$ cat src/rtl/rr_decode_arbiter_8.sv
// Round-robin arbiter for 8 requesters sharing one decoded resource.
// Grants carry a bounded tenure and are always separated by one idle cycle.
module rr_decode_arbiter_8 #(
  parameter int CNT_W    = 4,
  parameter int MAX_HOLD = 15
) (
  input  logic       clk,
  input  logic       reset,
  input  logic       en,
  input  logic [7:0] req,
  input  logic       done,
  output logic [7:0] gnt,
  output logic [2:0] gnt_idx,
  output logic       gnt_valid,
  output logic       timeout
);

  typedef enum logic {IDLE, GRANT} state_t;

  localparam logic [CNT_W-1:0] HOLD_LAST = CNT_W'(MAX_HOLD - 1);

  state_t           state_q, state_d;
  logic [7:0]       gnt_q, gnt_d;
  logic [2:0]       idx_q, idx_d;
  logic             valid_q, valid_d;
  logic             timeout_q, timeout_d;
  logic [2:0]       ptr_q, ptr_d;
  logic [CNT_W-1:0] hold_q, hold_d;

  logic             win_found;
  logic [2:0]       win_idx;
  logic [2:0]       cand;

  // First set request at or after ptr, wrapping modulo 8.
  always_comb begin
    win_found = 1'b0;
    win_idx   = 3'd0;
    cand      = 3'd0;
    for (int i = 0; i < 8; i++) begin
      cand = ptr_q + 3'(i);
      if (!win_found && req[cand]) begin
        win_found = 1'b1;
        win_idx   = cand;
      end
    end
  end

  always_comb begin
    state_d   = state_q;
    gnt_d     = gnt_q;
    idx_d     = idx_q;
    valid_d   = valid_q;
    ptr_d     = ptr_q;
    hold_d    = hold_q;
    timeout_d = 1'b0;
    case (state_q)
      IDLE: begin
        if (en && win_found) begin
          state_d = GRANT;
          gnt_d   = 8'b1 << win_idx;
          idx_d   = win_idx;
          valid_d = 1'b1;
          hold_d  = '0;
        end
      end
      GRANT: begin
        // done beats a request drop, which beats the hold timer.
        if (done || !req[idx_q] || hold_q == HOLD_LAST) begin
          timeout_d = !done && req[idx_q];
          state_d   = IDLE;
          gnt_d     = 8'd0;
          idx_d     = 3'd0;
          valid_d   = 1'b0;
          hold_d    = '0;
          ptr_d     = idx_q + 3'd1;
        end else begin
          hold_d = hold_q + 1'b1;
        end
      end
      default: state_d = IDLE;
    endcase
  end

  always_ff @(posedge clk or posedge reset) begin
    if (reset) begin
      state_q   <= IDLE;
      gnt_q     <= 8'd0;
      idx_q     <= 3'd0;
      valid_q   <= 1'b0;
      timeout_q <= 1'b0;
      ptr_q     <= 3'd0;
      hold_q    <= '0;
    end else begin
      state_q   <= state_d;
      gnt_q     <= gnt_d;
      idx_q     <= idx_d;
      valid_q   <= valid_d;
      timeout_q <= timeout_d;
      ptr_q     <= ptr_d;
      hold_q    <= hold_d;
    end
  end

  assign gnt       = gnt_q;
  assign gnt_idx   = idx_q;
  assign gnt_valid = valid_q;
  assign timeout   = timeout_q;

endmodule

$ cat config.mk
export PLATFORM = sky130hd
export DESIGN_NAME = rr_decode_arbiter_8
export DESIGN_NICKNAME = d
export VERILOG_FILES = /design/src/rtl/rr_decode_arbiter_8.sv
export SDC_FILE = /design/constraint.sdc
export NUM_CORES = 1
export LEC_CHECK = 0
export CAP_MARGIN = 30
export CORE_MARGIN = 2
export CORE_UTILIZATION = 40
export DETAILED_ROUTE_END_ITERATION = 10
export DONT_BUFFER_PORTS = 1
export PLACE_DENSITY_LB_ADDON = 0.1
export SYNTH_ARGS = -nofsm -noshare
export SYNTH_HDL_FRONTEND = slang
export SYNTH_SLANG_ARGS = --single-unit
$ cat constraint.sdc
create_clock -name clk -period 4.4 [get_ports clk]
set_input_delay 0.88 -clock clk [delete_from_list [all_inputs] [get_ports clk]]
set_output_delay 0.88 -clock clk [all_outputs]
set_load 0.005 [all_outputs]
After elaboration in Yosys (flattened, before gate mapping). Cells that the tools add are included.

Flip-flop bits (word level): 21. Output and inout port bits: 13.

Add/sub/neg operators: 9. $lt $le $gt $ge: 9. Equal/unequal tests: 3. Shift operators: 1. Muxes and demuxes: 51. Bitwise operators: 1. Reduce and logical (&&, ||, !) cells: 22.

Operators by type and width (number): $lt 3x4->1 const B (9); $mux 3 (10); $bmux 1 s3 (9); $mux 1 (23); $mux 8 (2); $pmux 8 s2 (1); $add 3x3->3 const B (4); $logic_and 1x1->1 (9); $logic_not 1->1 (9); $mux 4 (2); $pmux 4 s2 (1); $shl 1x3->8 const A (1); $add 3x1->3 const B (2); $add 3x2->3 const B (2); $pmux 3 s2 (1); $add 4x1->4 const B (1); $eq 4x4->1 const B (1); $pmux 1 s2 (2); $reduce_and 2->1 (2); $logic_or 1x1->1 (2); $ne 2x1->1 const B (1); $ne 2x2->1 const B (1); $not 1->1 (1).

Logic depth before layout (Yosys ltp).
Depth after elaboration: 27. Mapped depth: 13. Depth with buffers taken out: 9.

Worst setup path before layout. OpenSTA, ideal clock, no wires.

Path type: register to register. From: reg ptr_q[1]. To: reg gnt_q[4] (netlist: gnt[4]). Arrival time: 2949 ps. Required time: 4278 ps. Slack: 1330 ps. Stages on the path, launching flop included: 13. Buffers on the path: 3. Cell sequence: dfrtp_1 buf_6 clkbuf_8 inv_1 ha_1 buf_2 xor2_4 mux2_2 a2111o_1 a2bb2oi_1 a2111oi_4 a21oi_2 a32o_1.

Longest elaborated chain between the ends: 27.

Ends and longest elaborated chain: from (decl) (line 27) `logic [2:0] ptr_q, ptr_d;`; from (signal assigned) (line 99) `ptr_q <= ptr_d;`; branches (longest 27 deep; another with $add 3x1->3); to (signal assigned) (line 95) `gnt_q <= gnt_d;`; to (decl) (line 23) `logic [7:0] gnt_q, gnt_d;`.

Parallel ways; which one is timed is not known. The select of a mux whose other input is x is not followed. A chain may end at the register's enable or synchronous reset.

Final worst setup path.
From: reg ptr_q[1]. To: reg gnt_q[5] (netlist: gnt[5]).

The elaborated chain is that of the path after synthesis.

==> flow_results.xml <==
<?xml version="1.0" encoding="UTF-8"?>
<metrics>
  <group name="cells_and_area">
    <metric name="insertedDiodeCount" unit="">0</metric>
    <metric name="multi_input_area" unit="um^2">1520</metric>
    <metric name="final_layout_size_suffix_gt1_frac" unit="">0.207</metric>
    <metric name="final_nets" unit="">231</metric>
    <metric name="fillCellCount" unit="">525</metric>
    <metric name="area.growth.synth_to_final" unit="%">2.39</metric>
    <metric name="final-seq-area" unit="um^2">526</metric>
  </group>
  <group name="clock_network">
    <metric name="root_buffer" unit="">sky130_fd_sc_hd__clkbuf_8</metric>
    <metric name="post_cts.repair.setup_buffers" unit="">0</metric>
    <metric name="worst_skew_pair.late_latency" unit="ns">0.26</metric>
    <metric name="hold_buffers" unit="">0</metric>
    <metric name="cts_max_level" unit="">1</metric>
    <metric name="cts.reportedPaths.clkPinSlew" unit="ns">0.08</metric>
    <metric name="clock_sinks" unit="">21</metric>
    <metric name="numCtsBuffers" unit="">3</metric>
    <metric name="cts_tree" unit="">built</metric>
    <metric name="cts_resized" unit="">0</metric>
    <metric name="cts_buffer_depth" unit="">2</metric>
  </group>
  <group name="route">
    <metric name="total_via_count_in_the_routed_design" unit="">1785</metric>
    <metric name="detail-route-antenna-nets" unit="">0</metric>
    <metric name="detail_route.first_pass.iterations" unit="">4</metric>
    <metric name="drtIter0Drc" unit="">92</metric>
    <metric name="finalWirelength" unit="mm">5.74</metric>
    <metric name="drc_errors" unit="">0</metric>
    <metric name="wl_per_cell" unit="um">20.3</metric>
    <metric name="average_vias_per_placed_instance" unit="">6.31</metric>
  </group>
  <group name="sta">
    <metric name="max_slew_margin_vs_limit" unit="">0.474</metric>
    <metric name="fin_ws" unit="ns">0.615</metric>
    <metric name="finalHoldViolations" unit="">0</metric>
    <metric name="slew_violations" unit="">0</metric>
    <metric name="setup-tns-final" unit="ns">0</metric>
    <metric name="finalCritPeriodShare" unit="">0.860</metric>
    <metric name="layout_min_cycle_time" unit="ns">3.79</metric>
    <metric name="setup_viol_count_final" unit="">0</metric>
    <metric name="unrepaired_setup_endpoints_after_global_routing" unit="">false</metric>
    <metric name="worst_hold_slack" unit="ns">0.495</metric>
    <metric name="fin_worst_skew" unit="ns">0.00636</metric>
    <metric name="fmaxAchievable" unit="MHz">264</metric>
    <metric name="worstMarginPinSlew" unit="ns">0.788</metric>
  </group>
  <group name="critical_path">
    <metric name="logic_depth_of_the_worst_register_to_register_path" unit="">9</metric>
    <metric name="cp_max_fo" unit="">17</metric>
    <metric name="timing.critical_path.buf_inv" unit="">1</metric>
    <metric name="cp_data_required_time" unit="ns">4.60</metric>
    <metric name="critPathCaptureType" unit="">flip-flop</metric>
    <metric name="slowest_stage" unit="">sky130_fd_sc_hd__ha_1</metric>
    <metric name="chain_of_cells_forming_the_critical_path" unit="">inv_1 -&gt; ha_1 -&gt; mux2i_1 -&gt; mux4_2 -&gt; a32oi_1 -&gt; or3_1 -&gt; o22a_2 -&gt; a211oi_4 -&gt; a32o_1</metric>
    <metric name="arrival" unit="ns">3.99</metric>
    <metric name="startpoint_type" unit="">flip-flop</metric>
    <metric name="timing.reg2reg.setup_slack" unit="ns">0.61</metric>
    <metric name="worst_reg2reg_path_startpoint" unit="">ptr_q[1]$_DFFE_PP0P_</metric>
    <metric name="cpLargestDelayFamily" unit="">compound AO/OA/AOI/OAI gates</metric>
    <metric name="worstSetupPathType" unit="">flip-flop to flip-flop</metric>
    <metric name="highest_cell_delay_on_the_worst_timing_path" unit="ns">0.71</metric>
    <metric name="worst_r2r_endpoint" unit="">gnt[5]$_DFFE_PP0P_</metric>
  </group>
  <group name="place">
    <metric name="gp_routability_congestion" unit="">0.840</metric>
    <metric name="number_of_buffer_cells_added_on_primary_ports" unit="">0</metric>
    <metric name="hpwlAfterDp" unit="mm">4.43</metric>
    <metric name="preCtsSetupSlack" unit="ns">0.731</metric>
  </group>
  <group name="synth">
    <metric name="synth_enable_flop_cells" unit="">0</metric>
    <metric name="number_of_synthesized_register_bits" unit="">21</metric>
    <metric name="synth_ff_type" unit="">sky130_fd_sc_hd__dfrtp_1</metric>
    <metric name="post_synth.cell_area_avg" unit="um^2">10.2</metric>
    <metric name="synth_cells" unit="">216</metric>
    <metric name="seq_area_frac_synth" unit="">0.239</metric>
    <metric name="synthesis.yosys.warnings" unit="">0</metric>
    <metric name="async_set_or_reset_flop_fraction_in_the_synthesized_netlist" unit="">1.00</metric>
    <metric name="synth_fp_nets" unit="">233</metric>
    <metric name="synth.lib_cells_used.distinct" unit="">58</metric>
    <metric name="mappedNetlistArea" unit="um^2">2200</metric>
  </group>
  <group name="grt">
    <metric name="antenna_found_initial" unit="">0</metric>
    <metric name="global_router_s_overall_resource_usage" unit="">0.198</metric>
    <metric name="grt_start_max_net_pins" unit="">22</metric>
    <metric name="grt_pass1_vias" unit="">1775</metric>
    <metric name="wire_length_of_the_first_global_routing_pass" unit="mm">9.62</metric>
    <metric name="global_route.overflow_total" unit="">0</metric>
  </group>
  <group name="floorplan">
    <metric name="rows" unit="">26</metric>
    <metric name="die_area" unit="um^2">6110</metric>
    <metric name="number_of_top_level_design_ports" unit="">25</metric>
    <metric name="floorplan.initialDensity" unit="">0.422</metric>
    <metric name="core_area" unit="um^2">5200</metric>
    <metric name="die_w" unit="um">78.1</metric>
    <metric name="vertical_die_dimension" unit="um">78.1</metric>
  </group>
  <group name="flow_run">
    <metric name="max_cap_viol_count" unit="">0</metric>
  </group>
  <group name="power_and_ir_drop">
    <metric name="power.static_leakage" unit="nW">0.874</metric>
    <metric name="power.density_cell_area" unit="nW/um^2">903</metric>
    <metric name="post_layout_power" unit="mW">2.03</metric>
    <metric name="worst_ir_drop_vdd" unit="mV">0.402</metric>
  </group>
  <group name="min_path">
    <metric name="hold-path-cell-count" unit="">1</metric>
    <metric name="holdCritStartpoint" unit="">hold_q[3]$_DFFE_PP0P_</metric>
    <metric name="min_delay_worst_endpoint" unit="">hold_q[3]$_DFFE_PP0P_</metric>
    <metric name="timing.hold.worst.class" unit="">flip-flop to flip-flop</metric>
  </group>
  <group name="run_status">
    <metric name="status" unit="">complete, no violations</metric>
  </group>
</metrics>
routing by layer:
metal / track usage / wire length (um) / vias up
met1: 0.274 / 2530 / 901
met2: 0.328 / 2810 / 53
met3: 0.0402 / 379 / 4
met5: 0 / 0 / -
li1: - / - / 827
met4: 0.0333 / 25 / 0
worst max path at each step:
stage                    startpoint            endpoint  slack [ns]  cells after the start
4_1_cts        ptr_q[1]$_DFFE_PP0P_  gnt[5]$_DFFE_PP0P_        0.72                      9
3_5_place_dp   ptr_q[1]$_DFFE_PP0P_  gnt[6]$_DFFE_PP0P_        0.73                      9
5_1_grt        ptr_q[1]$_DFFE_PP0P_  gnt[2]$_DFFE_PP0P_        0.40                      9
2_1_floorplan  ptr_q[1]$_DFFE_PP0P_  gnt[4]$_DFFE_PP0P_        1.33                     12
6_report       ptr_q[1]$_DFFE_PP0P_  gnt[5]$_DFFE_PP0P_        0.61                      9
3_3_place_gp   ptr_q[1]$_DFFE_PP0P_  gnt[2]$_DFFE_PP0P_        0.72                      9
area by class of cell:
cell class              instances  share of cell area
multi-input cells             173               0.675
flip-flops and latches         21               0.233
well taps                      70              0.0389
clock buffers                   3              0.0183
inverters                      11              0.0183
repair buffers                  4              0.0122
clock inverters                 1             0.00334
layout by cell type, fill, tap and decap left out, types with 2 or more instances in the layout:
master / Yosys / layout
sky130_fd_sc_hd__o31ai_1: 6 / 6
sky130_fd_sc_hd__ha_1: 5 / 5
sky130_fd_sc_hd__nor3b_1: 3 / 3
sky130_fd_sc_hd__nand3_1: 3 / 3
sky130_fd_sc_hd__clkbuf_8: 3 / 3
sky130_fd_sc_hd__o21ai_0: 13 / 13
sky130_fd_sc_hd__a32o_1: 5 / 5
sky130_fd_sc_hd__a32oi_1: 2 / 2
sky130_fd_sc_hd__mux2i_4: 2 / 2
sky130_fd_sc_hd__a22oi_1: 2 / 2
sky130_fd_sc_hd__mux4_2: 12 / 12
sky130_fd_sc_hd__o21ai_1: 2 / 2
sky130_fd_sc_hd__xor2_1: 3 / 3
sky130_fd_sc_hd__o211ai_1: 3 / 3
sky130_fd_sc_hd__nand2_1: 19 / 19
sky130_fd_sc_hd__mux2_2: 6 / 6
sky130_fd_sc_hd__nand3b_1: 2 / 2
sky130_fd_sc_hd__nor3_1: 7 / 7
sky130_fd_sc_hd__dfrtp_1: 21 / 21
sky130_fd_sc_hd__nor2_1: 16 / 16
sky130_fd_sc_hd__o221ai_1: 2 / 2
sky130_fd_sc_hd__mux2i_1: 14 / 14
sky130_fd_sc_hd__inv_2: 2 / 2
sky130_fd_sc_hd__nand2b_1: 5 / 5
sky130_fd_sc_hd__mux2_4: 4 / 4
sky130_fd_sc_hd__buf_4: 0 / 3
sky130_fd_sc_hd__a21oi_1: 9 / 9
sky130_fd_sc_hd__inv_1: 9 / 9
kinds of logic (layout without fill, tap and decap cells):
family,count (synthesis),after routing,synth area share
xor gates and xnor gates,5,5,0.0285
AOI/OAI and AO/OA,64,64,0.225
buffers and inverters,22,19,0.0694
DFF,21,21,0.239
muxes,40,40,0.282
and+or+nand+nor,59,59,0.127
adders and majority gates,5,5,0.0285
report_power, final:
group / internal (mW) / leakage [nW] / switching [mW] / total, mW
combinational: 0.656 / 0.573 / 0.893 / 1.55
clock: 0.0640 / 0.0217 / 0.0665 / 0.130
sequential: 0.260 / 0.279 / 0.0927 / 0.353
total: 0.981 / 0.874 / 1.05 / 2.03
Yosys cell counts, types with 4 or more instances:
cell type,n,area share
sky130_fd_sc_hd__o21ai_0,13,0.030
sky130_fd_sc_hd__a32o_1,5,0.023
sky130_fd_sc_hd__nand2b_1,5,0.014
sky130_fd_sc_hd__mux2i_1,14,0.064
sky130_fd_sc_hd__mux2_4,4,0.027
sky130_fd_sc_hd__a21oi_1,9,0.020
sky130_fd_sc_hd__nand2_1,19,0.032
sky130_fd_sc_hd__inv_1,9,0.015
sky130_fd_sc_hd__buf_6,5,0.026
sky130_fd_sc_hd__dfrtp_1,21,0.24
sky130_fd_sc_hd__nor3_1,7,0.016
sky130_fd_sc_hd__mux4_2,12,0.12
sky130_fd_sc_hd__mux2_2,6,0.031
sky130_fd_sc_hd__o31ai_1,6,0.020
sky130_fd_sc_hd__nor2_1,16,0.027
sky130_fd_sc_hd__ha_1,5,0.028
registers in the layout, indices dropped and copies added, names as in the netlist:
signal / flops
gnt: 8
hold_q: 4
gnt_idx: 3
ptr_q: 3
gnt_valid: 1
state_q: 1
timeout: 1
per-stage QoR:
stage / std cells / cell area [um^2] / utilization
floorplan: 216 / 2200 / -
global placement: 278 / 2200 / 0.422
detailed placement: 279 / 2200 / 0.423
CTS: 283 / 2250 / 0.432
global route: 283 / 2250 / 0.432
finish: 283 / 2250 / 0.432
Note: power is estimated with default switching activity, not from simulation.
